==> src/rtl/bcd_countdown_timer.sv <==
// Multi-digit BCD countdown driven by one-second tick pulses.
// Optional auto-reload on expiry when COUNTDOWN_AUTORELOAD_EN is defined.
module bcd_countdown_timer #(
  parameter int NUM_DIGITS = 2
) (
  input  logic                    clk,
  input  logic                    reset,
  input  logic                    en,
  input  logic                    tick_in,
  input  logic                    load,
  input  logic [4*NUM_DIGITS-1:0] load_val,
  output logic [4*NUM_DIGITS-1:0] count_out,
  output logic                    running,
  output logic                    expired,
  output logic                    timeout
);

  localparam int W = 4 * NUM_DIGITS;

  localparam logic [1:0] S_IDLE = 2'd0;
  localparam logic [1:0] S_RUN  = 2'd1;
  localparam logic [1:0] S_EXP  = 2'd2;

  localparam logic [W-1:0] ONE  = {{(W-1){1'b0}}, 1'b1};
  localparam logic [W-1:0] ZERO = '0;

  logic [1:0]   state_q, state_d;
  logic [W-1:0] count_q, count_d;
  logic         timeout_q, timeout_d;
  logic [W-1:0] ld_san;
  logic [W-1:0] dec_val;
  logic         tick_ok;

`ifdef COUNTDOWN_AUTORELOAD_EN
  logic [W-1:0] shadow_q, shadow_d;
`endif

  // Clamp each preset digit above 9 down to 9
  always_comb begin
    ld_san = '0;
    for (int i = 0; i < NUM_DIGITS; i++) begin
      if (load_val[4*i +: 4] > 4'd9)
        ld_san[4*i +: 4] = 4'd9;
      else
        ld_san[4*i +: 4] = load_val[4*i +: 4];
    end
  end

  // Ripple-borrow BCD decrement of the current count
  always_comb begin
    logic borrow;
    dec_val = count_q;
    borrow  = 1'b1;
    for (int i = 0; i < NUM_DIGITS; i++) begin
      if (borrow) begin
        if (count_q[4*i +: 4] == 4'd0) begin
          dec_val[4*i +: 4] = 4'd9;
        end else begin
          dec_val[4*i +: 4] = count_q[4*i +: 4] - 4'd1;
          borrow = 1'b0;
        end
      end
    end
  end

  assign tick_ok = (state_q == S_RUN) && en && tick_in;

  // Next-state: load wins, then accepted ticks in RUN
  always_comb begin
    state_d   = state_q;
    count_d   = count_q;
    timeout_d = 1'b0;
`ifdef COUNTDOWN_AUTORELOAD_EN
    shadow_d  = shadow_q;
`endif
    if (load) begin
      count_d = ld_san;
      state_d = (ld_san == ZERO) ? S_EXP : S_RUN;
`ifdef COUNTDOWN_AUTORELOAD_EN
      shadow_d = ld_san;
`endif
    end else if (tick_ok) begin
      if (count_q == ONE) begin
        timeout_d = 1'b1;
`ifdef COUNTDOWN_AUTORELOAD_EN
        if (shadow_q != ZERO) begin
          count_d = shadow_q;
          state_d = S_RUN;
        end else begin
          count_d = ZERO;
          state_d = S_EXP;
        end
`else
        count_d = ZERO;
        state_d = S_EXP;
`endif
      end else begin
        count_d = dec_val;
      end
    end
  end

  // State, count and pulse registers with async active-low clear
  always_ff @(posedge clk or negedge reset) begin
    if (!reset) begin
      state_q   <= S_IDLE;
      count_q   <= '0;
      timeout_q <= 1'b0;
    end else begin
      state_q   <= state_d;
      count_q   <= count_d;
      timeout_q <= timeout_d;
    end
  end

`ifdef COUNTDOWN_AUTORELOAD_EN
  // Shadow copy of the last sanitised preset
  always_ff @(posedge clk or negedge reset) begin
    if (!reset)
      shadow_q <= '0;
    else
      shadow_q <= shadow_d;
  end
`endif

  assign count_out = count_q;
  assign running   = (state_q == S_RUN);
  assign expired   = (state_q == S_EXP);
  assign timeout   = timeout_q;

endmodule

==> config.mk <==
export PLATFORM = sky130hd
export DESIGN_NAME = bcd_countdown_timer
export DESIGN_NICKNAME = d
export VERILOG_FILES = /design/src/rtl/bcd_countdown_timer.sv
export SDC_FILE = /design/constraint.sdc
export NUM_CORES = 1
export LEC_CHECK = 0
export CAP_MARGIN = 5
export CORE_MARGIN = 2
export CORE_UTILIZATION = 30
export DETAILED_ROUTE_END_ITERATION = 8
export PLACE_DENSITY = 0.67
export SLEW_MARGIN = 5
export SYNTH_ARGS = -nofsm -noshare
export SYNTH_HDL_FRONTEND = slang
export SYNTH_SLANG_ARGS = --single-unit
==> constraint.sdc <==
create_clock -name clk -period 2 [get_ports clk]
set_clock_uncertainty 0.2 [all_clocks]
set_input_delay 0.4 -clock clk [delete_from_list [all_inputs] [get_ports clk]]
set_output_delay 0.4 -clock clk [all_outputs]
set_load 0.1 [all_outputs]
### Word level (Yosys, flattened, before mapping)

Cells that the tools add are included.

* bits of input ports: 13
* output and inout port bits: 11
* logic and storage cells: 37
* register bits after elaboration: 11

* multiplexer cells: 16
* $lt $le $gt $ge: 2
* $add $sub $neg: 2
* reductions and logical operators: 10
* equal/unequal tests: 3

Operators by type and width (number)
* 2-to-1 mux 8 bit: 3
* 2-to-1 mux 4 bit: 5
* equality test 8 x 1 -> 1 bit (second input constant): 1
* > comparator 4 bit (second input constant): 2
* logical NOT 4 bit: 2
* logical NOT 8 bit: 1
* 2-to-1 mux 2 bit: 4
* subtractor 4 x 1 -> 4 bit (second input constant): 2
* 2-to-1 mux 1 bit: 4
* AND reduction 2 bit: 2
* nonzero test 2 bit: 2
* nonzero test 3 bit: 1
* equality test 2 x 1 -> 1 bit (second input constant): 1
* equality test 2 bit (second input constant): 1
* logical AND 1 bit: 2

### Longest topological paths before layout

* word-level depth: 6
* mapped depth: 6
* gate-level depth less buffers: 6

### Least setup slack after synthesis

Ideal clock, no wire load.

* path type: register -> register
* from: register count_q[4], in the netlist count_out[4]
* to: register count_q[7], in the netlist count_out[7]
* slack: -459 ps
* data required time: 1674 ps
* arrival time: 2133 ps
* stages on the path, launching flop included: 7
* path buffers: 0
* library setup time: 126 ps
* clock period less this slack: 2459 ps
* path through: dfrtp_1 inv_1 ha_1 o21ba_2 o21bai_1 a32o_1 mux2_4

* word-level cells in the longest chain between the ends: 6
* elaborated cells between the ends (all ways): 10
* classes of those cells: 1 x add/sub; 1 x eq/ne; 5 x mux; 3 x reduce/logical

Ends and longest elaborated chain
* from (decl): line 28 `logic [W-1:0] count_q, count_d;`
* from (signal assigned): line 111 `count_q <= count_d;`
* subtractor 4 x 1 -> 4 bit / logical NOT 4 bit (equally long branches): line 59, 56
* 2-to-1 mux 4 bit: line 56 `if (count_q[4*i +: 4] == 4'd0) begin`
* 2-to-1 mux 4 bit: line 55 `if (borrow) begin`
* 2-to-1 mux 8 bit: line 83 `if (count_q == ONE) begin`
* 2-to-1 mux 8 bit: line 82 `end else if (tick_ok) begin`
* 2-to-1 mux 8 bit: line 76 `if (load) begin`

Parallel ways exist; a longest one is shown, timed or not. The select of a mux whose other input is x is not followed.
A chain may end at the register's enable or synchronous reset.

### Worst setup path in the final report

* from: register count_q[5], in the netlist count_out[5]
* to: register count_q[7], in the netlist count_out[7]

The elaborated chain is that of the path after synthesis.

==> impl_metrics.json <==
{
  "fin_area_sq_mm": 0.00120,
  "cp.arrival_ns": 1.97,
  "hold_ws_ns": 0.258,
  "end_kind": "flop",
  "via_per_inst": 5.11,
  "period_share": 1.00,
  "place_congestion": 0.779,
  "port-buffer-count": 23,
  "ys_types": 37,
  "dpl-instance-area_sq_mm": 0.00115,
  "grt_max_degree": 20,
  "start_util": 0.318,
  "cts_tree": "done",
  "synth_edf_count": 0,
  "insertion_delay_ns": 0.27,
  "syn-num-nets": 90,
  "antenna_found_initial": 0,
  "synth_area_per_cell_sq_um": 9.35,
  "hold_buffers": 0,
  "fin_setup_tns_ns": -0.00519,
  "grt.overflow.total": 0,
  "cts.root.buffer_cell": "clkbuf_4",
  "synth_top_area_cell": "dfrtp_1",
  "synth.top_cell.area_share": 0.387,
  "worstPathMaxFanout": 4,
  "grt_pass1_vias": 716,
  "drtAntennaViolNets": 0,
  "grt_first_pass_wirelength_microns": 3130,
  "boundaryPins": 24,
  "dr.first_iter.drc_count": 13,
  "die_y_microns": 52.7,
  "antenna_cells": 0,
  "drc": 0,
  "p_leak_nw": 0.472,
  "synthCells": 76,
  "yosys_register_bits": 11,
  "ys_top_cells_by_count": "dfrtp_1 (11), o21ai_0 (7), inv_1 (6)",
  "setup_viol": 1,
  "die_x_microns": 52.7,
  "final_layout_size_suffix_gt1_frac": 0.380,
  "synth_most_common_cell": "dfrtp_1",
  "tightest_slew_ns": 0.502,
  "startpoint_type": "flop",
  "final.setup.worst_slack_ns": -0.00519,
  "avgRoutedWirePerCell_microns": 13.0,
  "fin_crit_ns": 2.01,
  "slew_headroom": 0.664,
  "p_per_area_mw_per_mm2": 840,
  "seq_area_frac_synth": 0.387,
  "clk_path_buf_depth": 2,
  "row_count": 17,
  "fin_nets": 123,
  "synthTopCellsByArea": "dfrtp_1 (39%), o21ai_0 (4.9%), mux2i_1 (4.2%), nor3_1 (3.5%), inv_1 (3.2%)",
  "cts_buffers": 3,
  "yosysWarnings": 0,
  "wl_microns": 1760,
  "synth_ff_type": "dfrtp_1",
  "syn_area_sq_um": 711,
  "synthArstFlopShare": 1.00,
  "via_count": 695,
  "core_sq_mm": 0.00223,
  "hold_viol": 0,
  "path_class": "flop to flop",
  "drv_slew": 0,
  "grt_setup_unrepaired": "yes",
  "peakVddDrop_uv": 601,
  "htreeDepth": 1,
  "firstDrtPassIters": 4,
  "status": "finished, violations left",
  "crit_required_ns": 1.96,
  "place_hpwl_microns": 1450,
  "area_growth_syn_to_layout_pct": 68.3,
  "failed_checks": "setup timing",
  "grt_usage": 0.157,
  "hp-class": "input pin to asynchronous set/reset pin",
  "total_power_w": 0.00100,
  "clk_pin_slew_ns": 0.07,
  "dieArea_sq_mm": 0.00277,
  "fmax_mhz": 499,
  "maxCapViolations": 0,
  "cts.sinks": 11
}
repair_timing:
item	in CTS	in global routing
resized for setup	1	0
endpoints found under the setup margin	1	4
setup buffers	0	2
pin swaps	0	0
metal layers:
metal	track usage	up-vias	wire length [microns]	share of wire
met2	0.246	16	873	0.50
met4	0.0812	0	12	0.0068
met5	0	-	0	0
li1	-	350	-	-
met1	0.195	327	781	0.44
met3	0.0400	2	95	0.054
per-stage QoR:
| stage | worst slack, ns | instances | util |
|---|---|---|---|
| 2_1_floorplan | -0.143 | 76 | - |
| 3_3_place_gp | -0.0373 | 130 | 0.514 |
| 3_5_place_dp | -0.0463 | 130 | 0.514 |
| 4_1_cts | -0.00865 | 134 | 0.529 |
| 5_1_grt | -0.0592 | 136 | 0.536 |
| 6_report | -0.00519 | 136 | 0.536 |
cells in the final DEF (no fill, tap or decap), types with 2 or more instances in the layout:
cell type         n
nor3_1            5
nor2_1            4
buf_12           11
nand2_1           2
nor2_2            2
clkbuf_4          3
clkdlybuf4s50_1  12
mux2i_1           3
buf_4             8
nand3b_1          2
dfrtp_4           2
a21oi_1           2
nor4_1            3
inv_4             2
dfrtp_1           4
o21ai_0           6
dfrtp_2           5
inv_1             4
a31oi_1           3
power breakdown:
group / internal, W / leakage [nW] / switching [W]
clock network: 0.0000773 / 0.0150 / 0.0000779
registers: 0.000257 / 0.126 / 0.0000501
logic: 0.000233 / 0.330 / 0.000310
total: 0.000567 / 0.472 / 0.000438
flip-flops by register name, summed over array words and instances, names as in the netlist:
name and cells:
timeout 1, state_q 2, count_out 8
cell families (layout without fill, tap and decap cells):
group                    after synthesis  after routing  share of synthesized area
AND/OR/NAND/NOR                       28             28                      0.241
AO/OA/AOI/OAI                         22             22                      0.215
flip-flops                            11             11                      0.387
buffers and inverters                  9             41                     0.0634
multiplexers                           4              4                     0.0634
adder cells (fa/ha/maj)                1              1                     0.0176
XOR/XNOR                               1              1                     0.0123
layout make-up:
| cell class | count | area [sq um] |
|---|---|---|
| Tap cell | 28 | 35.0 |
| Sequential cell | 11 | 289 |
| Inverter | 6 | 27.5 |
| Timing Repair Buffer | 31 | 400 |
| Fill cell | 209 | 1040 |
| Multi-Input combinational cell | 56 | 418 |
| Clock buffer | 4 | 26.3 |
worst paths after layout:
kind | startpoint | to | slack, ns | cells past startpoint
hold reg to reg | state_q[0] | state_q[0] | 0.38 | 1
setup / recovery | count_out[5] | count_out[7] | -0.005 | 6
hold / removal | reset | count_out[5] | 0.26 | 1
max in group asynchronous | reset | count_out[4] | 0.97 | 1
setup reg to reg | count_out[5] | count_out[7] | -0.005 | 6
min in group clk | state_q[0] | state_q[0] | 0.38 | 1
critical path, cell delays in order (launching register included):
cell and delay, ns:
dfrtp_4 0.49, inv_4 0.07, ha_4 0.14, or3b_4 0.39, a211oi_4 0.24, nor2_2 0.07, mux2_4 0.29
Note: power is estimated with default switching activity, not from simulation.
